==> src/rtl/resta1_pipe.sv <==
// resta1_pipe: two-stage registered decrement-by-one unit.
// Stage 1 latches the selected operand. Stage 2 holds the result (operand - 1)
// and its N/Z/C/V flags. Both sides use a valid/ready handshake, and the only
// combinational paths are out_ready -> in_ready and rst -> in_ready.
module resta1_pipe #(
    parameter int ancho = 4
) (
    input  logic             clk,
    input  logic             rst,
    input  logic [ancho-1:0] a,
    input  logic [ancho-1:0] b,
    input  logic             aluflagin,
    input  logic             in_valid,
    output logic             in_ready,
    output logic [ancho-1:0] aluresult,
    output logic [3:0]       aluflags,
    output logic             out_valid,
    input  logic             out_ready
);

    // Decrement constant and the most negative signed value; decrementing
    // that value is the only case that underflows in two's complement.
    localparam logic [ancho-1:0] ONE     = ancho'(1);
    localparam logic [ancho-1:0] MIN_NEG = {1'b1, {(ancho-1){1'b0}}};

    logic [ancho-1:0] opnd_q, opnd_d;
    logic             s1Valid_q, s1Valid_d;
    logic [ancho-1:0] result_q, result_d;
    logic [3:0]       flags_q, flags_d;
    logic             outValid_q, outValid_d;

    logic             s2Take;
    logic             s1Advance;
    logic             inXfer;
    logic [ancho-1:0] diff;
    logic [3:0]       diffFlags;

    // Handshake glue: S2 can accept when it is empty or is being drained this
    // cycle, and S1 can accept when it is empty or is moving into S2.
    always_comb begin
        s2Take    = !outValid_q || out_ready;
        s1Advance = s1Valid_q && s2Take;
        in_ready  = !rst && (!s1Valid_q || s2Take);
        inXfer    = in_valid && in_ready;
    end

    // Decrement and flag generation, all derived from the operand held in S1.
    always_comb begin
        diff      = opnd_q - ONE;
        diffFlags = {diff[ancho-1],
                     (opnd_q == ONE),
                     (opnd_q == '0),
                     (opnd_q == MIN_NEG)};
    end

    // Stage 1 next state: a new operand wins; otherwise the slot empties once
    // its operand moves to S2, and holds during a stall.
    always_comb begin
        opnd_d    = opnd_q;
        s1Valid_d = s1Valid_q;
        if (inXfer) begin
            opnd_d    = aluflagin ? b : a;
            s1Valid_d = 1'b1;
        end else if (s1Advance) begin
            s1Valid_d = 1'b0;
        end
    end

    // Stage 2 next state: whenever S2 may take, it reloads its valid bit from
    // S1. Data only updates for a real operation, so a bubble keeps the last
    // result and flags on the outputs.
    always_comb begin
        result_d   = result_q;
        flags_d    = flags_q;
        outValid_d = outValid_q;
        if (s2Take) begin
            outValid_d = s1Valid_q;
            if (s1Valid_q) begin
                result_d = diff;
                flags_d  = diffFlags;
            end
        end
    end

    // Pipeline registers. A synchronous reset flushes both stages, even
    // while the output is stalled.
    always_ff @(posedge clk) begin
        if (rst) begin
            opnd_q     <= '0;
            s1Valid_q  <= 1'b0;
            result_q   <= '0;
            flags_q    <= 4'b0000;
            outValid_q <= 1'b0;
        end else begin
            opnd_q     <= opnd_d;
            s1Valid_q  <= s1Valid_d;
            result_q   <= result_d;
            flags_q    <= flags_d;
            outValid_q <= outValid_d;
        end
    end

    assign aluresult = result_q;
    assign aluflags  = flags_q;
    assign out_valid = outValid_q;

endmodule

==> config.mk <==
export PLATFORM = sky130hd
export DESIGN_NAME = resta1_pipe
export DESIGN_NICKNAME = d
export VERILOG_FILES = /design/src/rtl/resta1_pipe.sv
export SDC_FILE = /design/constraint.sdc
export NUM_CORES = 1
export LEC_CHECK = 0
export CELL_PAD_IN_SITES_DETAIL_PLACEMENT = 0
export CELL_PAD_IN_SITES_GLOBAL_PLACEMENT = 1
export CORE_MARGIN = 3
export CORE_UTILIZATION = 33
export CTS_CLUSTER_SIZE = 28
export DETAILED_ROUTE_END_ITERATION = 8
export HOLD_SLACK_MARGIN = 0.1
export PLACE_DENSITY_LB_ADDON = 0.05
export SKIP_LAST_GASP = 1
export SLEW_MARGIN = 20
export SYNTH_ARGS = -nofsm -noshare
export SYNTH_HDL_FRONTEND = slang
export SYNTH_SLANG_ARGS = --single-unit
==> constraint.sdc <==
create_clock -name clk -period 1.6 [get_ports clk]
set_input_delay 0.32 -clock clk [delete_from_list [all_inputs] [get_ports clk]]
set_output_delay 0.32 -clock clk [all_outputs]
set_load 0.05 [all_outputs]
==> results.py <==
metrics = {
    "setup_path": {
        "crit_type": "reg2out",
        "r2r_cells": 4,
        "crit_fanout": 5,
        "slowest_stage": "dfxtp_1",
        "arrival_ns": 1.18,
        "worstPathRequired_ns": 1.28,
        "start_kind": "flip-flop",
        "r2r-end": "opnd_q[2]",
        "endpoint_kind": "output port",
        "reg2reg_slack_ns": 0.39,
        "r2r_start": "out_valid",
        "path_cells": "and3b_2 > nor2_4 > buf_12",
        "max_stage_delay_ns": 0.36,
    },
    "sta": {
        "rsz0062_at_grt": "no",
        "hold_viol": 0,
        "slew_headroom_pct": 78.1,
        "worstMarginPinSlew_ns": 0.328,
        "setup_viol": 0,
        "skew_ns": 0.000434,
        "final_max_slew_viol_count": 0,
        "min_period_over_period_pct": 94.0,
        "fin_hold_ws_ns": 0.473,
        "final.min_clock_period_ns": 1.50,
        "fmaxAchievable_ghz": 0.665,
    },
    "synth": {
        "syn_nets": 82,
        "yosysTopAreaCellShare_pct": 42.0,
        "synth_cell_types": 23,
        "yosysTopAreaCell": "dfxtp_1",
        "yosys_warnings": 0,
        "avgSynthCellArea_um2": 9.24,
        "synth_cells": 67,
        "yosys-top-cells-area": "dfxtp_1, a21oi_1, mux2i_1",
        "synth-seq-cells": 13,
        "ys_seq_area_share_pct": 42.0,
        "synth_area_um2": 619,
    },
    "worst_hold_path": {
        "worstHoldPathCells": 2,
        "min_to": "aluflags[1]",
        "worstHoldStart": "aluflags[1]",
        "hp-class": "reg2reg",
    },
    "layout": {
        "layout.cells.most_common_list": "buf_4, dfxtp_1, a21oi_1",
        "fin_util_pct": 52.4,
        "nFillCells": 174,
        "synthToLayoutAreaGrowth_pct": 47.7,
        "antenna_cells": 0,
        "fin_nets": 110,
        "final_common_cell": "buf_4",
        "drive_gt1_share_pct": 23.4,
    },
    "pwr": {
        "sequentialPowerShare_pct": 46.7,
        "pwr-share-clk_pct": 26.0,
        "power.density_nw_per_um2": 846,
        "leakage_uw": 0.000366,
        "p_sw_uw": 236,
        "ir_drop_v": 0.000367,
        "intPower_uw": 538,
        "comb_power_share_pct": 27.3,
        "netSwitchingFraction_pct": 30.4,
        "power_uw": 774,
    },
    "floorplan": {
        "io-pin-count": 23,
        "core-area_um2": 1750,
        "die_h_um": 49.3,
        "die_area_um2": 2430,
        "start_util_pct": 35.5,
        "rows": 15,
        "die_w_um": 49.3,
    },
    "global_routing": {
        "grt.total_usage_pct": 12.0,
        "grt_max_degree": 10,
        "grt_pass1_vias": 537,
        "antenna_found_initial": 0,
        "overflow": 0,
        "grt_pass1_wl_mm": 2.28,
    },
    "detailed_routing": {
        "wl_per_cell_um": 11.0,
        "first_iter_violations": 1,
        "drt-vias-per-instance": 4.83,
        "routed_wl_mm": 1.31,
        "first_pass_iters": 2,
        "vias": 575,
        "ant_nets": 0,
        "drcViolationCount": 0,
    },
    "clock_network": {
        "tritoncts": "yes",
        "cts.path.max_buffers": 2,
        "htree_num_levels": 1,
        "cts_setup_buffers": 0,
        "cts_root_buffer": "clkbuf_4",
        "post_cts_resized": 3,
        "cts_sinks": 13,
        "clk_pin_slew_ns": 0.08,
        "cts_made_buffers": 3,
        "clk_latency_ns": 0.27,
        "cts_hold_buf": 0,
    },
    "job": {
        "drv_cap": 0,
    },
    "place": {
        "hpwl_mm": 1.08,
        "numPortBuffers": 22,
        "globalplace.congestion": 0.750,
    },
    "status": {
        "status": "completed",
    },
}
==> through the flow <==
| step | setup slack, ns | cells | area, um^2 | setup TNS [ns] |
|---|---|---|---|---|
| floorplan | 0.0186 | 67 | 619 | 0 |
| global placement | -0.0760 | 115 | 883 | -0.0760 |
| detailed placement | -0.0787 | 115 | 883 | -0.0915 |
| CTS | 0.0776 | 119 | 915 | 0 |
| global route | 0.0286 | 119 | 915 | 0 |
| finish | 0.0952 | 119 | 915 | 0 |
==> per-layer routing <==
metal	part of all wire [%]	routed length [um]	GRT usage [%]
met3	6.7	88	2.45
met2	46	604	20.8
met5	0	0	0
met4	2.4	31	8.53
met1	45	584	12.8
==> cell type report <==
class	instances	area [um^2]	area share, %
Clock buffer	4	26.3	2.87
Inverter	3	11.3	1.23
Tap cell	25	31.3	3.42
Sequential cell	13	260	28.5
Multi-Input combinational cell	46	322	35.2
Timing Repair Buffer	28	264	28.9
==> synth_stat cells, drive strengths merged <==
cell type  count
a211oi         4
a21oi         12
a311oi         4
and2b          1
and3b          1
buf            3
clkbuf         2
dfxtp         13
ha             2
inv            3
mux2i          4
nand2b         1
nand3b         1
nand4          3
nor2           5
nor2b          2
nor3           1
o21ai          3
xnor2          2
==> power by group through the flow <==
stage	clock network (uW)	registers, uW	logic [uW]
floorplan	0	408	89.7
global placement	0	369	213
detailed placement	0	370	214
CTS	211	362	214
global route	224	366	226
finish	201	361	212
==> sequential cells by signal, indices dropped and copies added, names as in the netlist <==
register   flops
opnd_q         4
aluresult      4
s1Valid_q      1
aluflags       3
out_valid      1
==> worst max-delay path, delay by kind of cell, from the launching register on <==
kind	cells	cell delay [ns]
flip-flops	1	0.36
AND/OR/NAND/NOR	2	0.40
buffers and inverters	1	0.15
==> kinds of logic after synthesis <==
family | share of synthesized area, %
AOI/OAI and AO/OA | 22.6
xor gates and xnor gates | 2.83
adders and majority gates | 4.04
buffers and inverters | 7.07
DFF | 42.0
muxes | 6.46
and+or+nand+nor | 15.0
==> worst max path at each step <==
stage                     depth (start not counted)  slack (ns)       from   endpoint
after floorplan                                   3        0.02  out_valid  opnd_q[0]
after global placement                            4       -0.08  out_ready   in_ready
after detailed placement                          4       -0.08  out_ready   in_ready
after CTS                                         3        0.08  out_valid   in_ready
after global routing                              3        0.03  out_valid   in_ready
final                                             3         0.1  out_valid   in_ready
(Power assumes the default switching activity.)
==> RTL edit 1 (same flow settings) <==
Put one more register stage on the output `aluflags`, without a reset. The value now appears one clock later. The other outputs are not delayed to match.
--- a/src/rtl/resta1_pipe.sv
+++ b/src/rtl/resta1_pipe.sv
@@ -101,7 +101,9 @@
     end
 
     assign aluresult = result_q;
-    assign aluflags  = flags_q;
+    always_ff @(posedge clk) begin
+        aluflags <= flags_q;
+    end
     assign out_valid = outValid_q;
 
 endmodule
Formal check against the unedited RTL: not equivalent (Yosys sat finds a counterexample within 4 cycles, from zero or initial values and one cycle with rst high).
==> RTL edit 1 against the original RTL <==
  * Fmax fell by 0.24%
  * Design area is 7.7% higher
  * Synthesized cell count rose by 6.0%
  * Worst setup slack lost 0.0037 ns
  * Die area grew 11%
  * First-iteration DRC count rose to 5.0 times the old value
  * Routed wire length rose by 13%
  * Sequential cell count is 4 higher
  * Clock skew grew 0.0028 ns
  * Area after synthesis up 13%
  * Total power up 16%
==> RTL edit 1: results (changes against the original RTL) <==
** Worst hold path
- The beginning of the worst hold path is flags_q[1] (was aluflags[1]).
- The worst hold path stage count came to 0 (was 2).
- Hold Crit Endpoint :: aluflags[1] (unchanged)

** Timing
- The worst slew margin relative to its limit came to 78.3% (was 78.1%).
- Setup skew after layout :: 0.00322 ns (was 0.000434 ns)
- Worst Hold Slack :: 0.353 ns (was 0.473 ns)

** Routing
- The routed metal-1 wirelength was 681 um (was 584 um).
- The met3 routed wirelength was 69 um (was 88 um).
- Via-per-instance ratio :: 5.04 (was 4.83)
- Pre-Repair DR Iteration Count :: 4 (was 2)
- Total wirelength of the detailed-routed design :: 1480 um (was 1310 um)

** Power
- The peak supply drop came to 0.577 mV (was 0.367 mV).
- Leakage dissipation :: 0.392 nW (was 0.366 nW)

** GRT
- The first-pass GRT wire length is 2390 um (was 2280 um).
- Met1 global-route usage :: 14.4% (was 12.8%)
- Pin count of the biggest net entering global routing :: 14 (was 10)
- The number of global-route vias before repair is 550 (was 537).
- Met2 layer usage reported by global route :: 20.5% (was 20.8%)
- Global Route Usage Sum :: 12.4% (was 12.0%)
- The met3 layer usage reported by global route is 5.16% (was 2.45%).

** Worst setup path
- Data arrival time of the critical path :: ~1.2 ns
- Slowest library cell on the worst path :: dfxtp_2 (was dfxtp_1)
- Worst flop-to-flop path startpoint :: opnd_q[0] (was out_valid)
- Endpoint of the lowest-slack register-to-register path :: aluresult[2] (was opnd_q[2])
- Worst setup path startpoint :: out_valid (unchanged)

** Outcome
- Run status :: complete, no violations (unchanged)

** Logic synthesis
- The xor/xnor share of the synthesized area is 2.50% (was 2.83%).
- Mux cell area share after synthesis :: 5.72% (was 6.46%)
- The number of warnings reported in the yosys synthesis log was 0 (unchanged).
- Fraction of the yosys area taken by sequential cells :: 48.7% (was 42.0%)
- Top cell types by occurrence after synthesis :: dfxtp_1 (17), a21oi_1 (12) (was dfxtp_1 (13), a21oi_1 (12))
- Post-synthesis compound-gate area fraction :: 20.0% (was 22.6%)
- The number of nets in the synthesized netlist was 86 (was 82).

** Final layout
- The fraction of final layout cells with drive strength greater than 1 was 22.9% (was 23.4%).
- Final net count :: 112 (was 110)
- The number of filler cells placed in the layout was 185 (was 174).

** CTS
- The number of buffers inserted to repair setup after CTS is 1 (was 0).
- The clock root buffer was clkbuf_4 (unchanged).

** Placed design
- The global placer's final weighted congestion came to 0.707 (was 0.750).
[RTL edit 1: cell types whose count changed after synthesis]
cell,delta
dfxtp_1,+4
[RTL edit 1: area by class of cell]
| cell class | count | share of cell area [%] |
|---|---|---|
| multi-input cells | 46 | 32.7 |
| repair buffers | 26 | 25.3 |
| clock inverters | 1 | 0.508 |
| well taps | 27 | 3.43 |
| clock buffers | 3 | 2.29 |
| flip-flops and latches | 17 | 34.7 |
| inverters | 3 | 1.14 |
[RTL edit 1: metrics by stage]
stage	cell area, sq um	std cells	worst slack [ns]	utilization [%]
after floorplan	699	71	0.0186	-
after global placement	943	118	-0.169	47.6
after detailed placement	943	118	-0.182	47.6
after CTS	983	123	0.0374	49.6
after global routing	985	123	0.0315	49.7
final	985	123	0.0915	49.7
[RTL edit 1: power by group]
group / total, W / internal (W) / leakage (nW) / switching (W)
logic: 0.000210 / 0.0000953 / 0.234 / 0.000115
clock network: 0.000223 / 0.0000928 / 0.0177 / 0.000130
registers: 0.000468 / 0.000449 / 0.140 / 0.0000189
==> RTL edit 2 (same flow settings) <==
Made on the original files. The parameter `ancho` goes from 4 to 5.
--- a/src/rtl/resta1_pipe.sv
+++ b/src/rtl/resta1_pipe.sv
@@ -3,7 +3,7 @@
 // and its N/Z/C/V flags. Both sides use a valid/ready handshake, and the only
 // combinational paths are out_ready -> in_ready and rst -> in_ready.
 module resta1_pipe #(
-    parameter int ancho = 4
+    parameter int ancho = 5
 ) (
     input  logic             clk,
     input  logic             rst,
Ports: changed (resized a, aluresult and b); port bits go from 23 to 26. No check against the original RTL was run, so the function may have changed too.
==> RTL edit 2 against the original RTL <==
  * Design area rose by 18%
  * Area after synthesis rose by 21%
  * Hold slack improved by 0.0026 ns
  * Routed wire length rose by 24%
  * Total power rose by 16%
  * Worst setup slack got worse by 0.014 ns
  * Synthesized cell count rose by 16%
  * Sequential cell count rose by 2
  * Critical path type unchanged
==> RTL edit 2: results (changes against the original RTL) <==
** Placed design
- The worst setup slack before clock tree synthesis was -0.116 ns (was -0.0787 ns).
- Cell area after placement :: 0.00105 sq mm (was 883 sq um)

** Worst setup path
- Data arrival time of the critical path :: 1.20 ns (was 1.18 ns)
- The register-to-register path setup slack was 0.28 ns (was 0.39 ns).
- The number of cells on the worst reg-to-reg path is 5 (was 4).
- The library cell contributing the largest single delay on the critical path is dfxtp_2 (was dfxtp_1).

** Final layout
- Fraction of final layout cells sized beyond drive strength 1 :: 25.9% (was 23.4%)
- Final net count :: 127 (was 110)
- The number of filler cells placed in the layout is 207 (was 174).
- Design Area, Final :: 0.00108 sq mm (was 915 sq um)

** Timing
- The clock skew after layout is 0.0116 ns (was 0.000434 ns).
- The worst slew margin relative to its limit was 80.7% (was 78.1%).

** Logic synthesis
- Cell count after synthesis :: 78 (was 67)
- Arithmetic-cell share of the synthesized area counting full adders, half adders and majority gates :: 5.02% (was 4.04%)
- The complex-gate fraction of the synthesized area is 22.9% (was 22.6%).
- The number of distinct library cells after synthesis was 27 (was 23).
- Fraction of synthesized cell area in xor and xnor cells :: 3.51% (was 2.83%)
- Top cell types by occurrence after synthesis :: dfxtp_1 (15), a21oi_1 (14), a311oi_1 (5), mux2i_1 (5) (was dfxtp_1 (13), a21oi_1 (12))
- The number of nets in the synthesized netlist is 96 (was 82).

** Power
- The logic gate share of total power came to 28.4% (was 27.3%).
- The switching share of power came to 31.5% (was 30.4%).
- Leakage dissipation :: 0.430 nW (was 0.366 nW)
- The power per unit of standard cell area is 830 mW/mm^2 (was 846 mW/mm^2).

** Routing
- The average wire length per cell after detail routing was 12.0 um (was 11.0 um).

** Outcome
- Run status :: complete, no violations (unchanged)

** Worst hold path
- The beginning of the worst hold path is aluflags[2] (was aluflags[1]).

** CTS
- Insertion delay of the later-clocked pin in the worst-skew pair :: 0.29 ns (was 0.27 ns)
## RTL edit 2: cell count changes after synthesis, moves of 2 or more
cell     unedited run  this run
a21oi_1            12        14
dfxtp_1            13        15
nand4_1             3         1
nor2b_1             2         0
## RTL edit 2: cell type report
class | instances | area share, %
Multi-Input combinational cell | 54 | 38.0
Sequential cell | 15 | 27.8
Timing Repair Buffer | 32 | 27.6
Tap cell | 27 | 3.12
Clock buffer | 4 | 2.42
Inverter | 3 | 1.04
## RTL edit 2: repair_timing
item,4_1_cts,5_1_grt
pin swaps,1,0
hold endpoints to repair,0,0
resized for setup,2,1
setup endpoints to repair,1,1
buffers inserted,1,0
## RTL edit 2: worst min-delay path: stages (launching register included)
cell and delay (ns):
dfxtp_1 0.32, o21ai_0 0.06, a21oi_1 0.06
## RTL edit 2: per-layer routing
metal	share of wire (%)	GRT usage [%]
met1	45	15.3
met2	43	21.8
met3	7.8	2.22
met4	4.6	11.5
met5	0	0
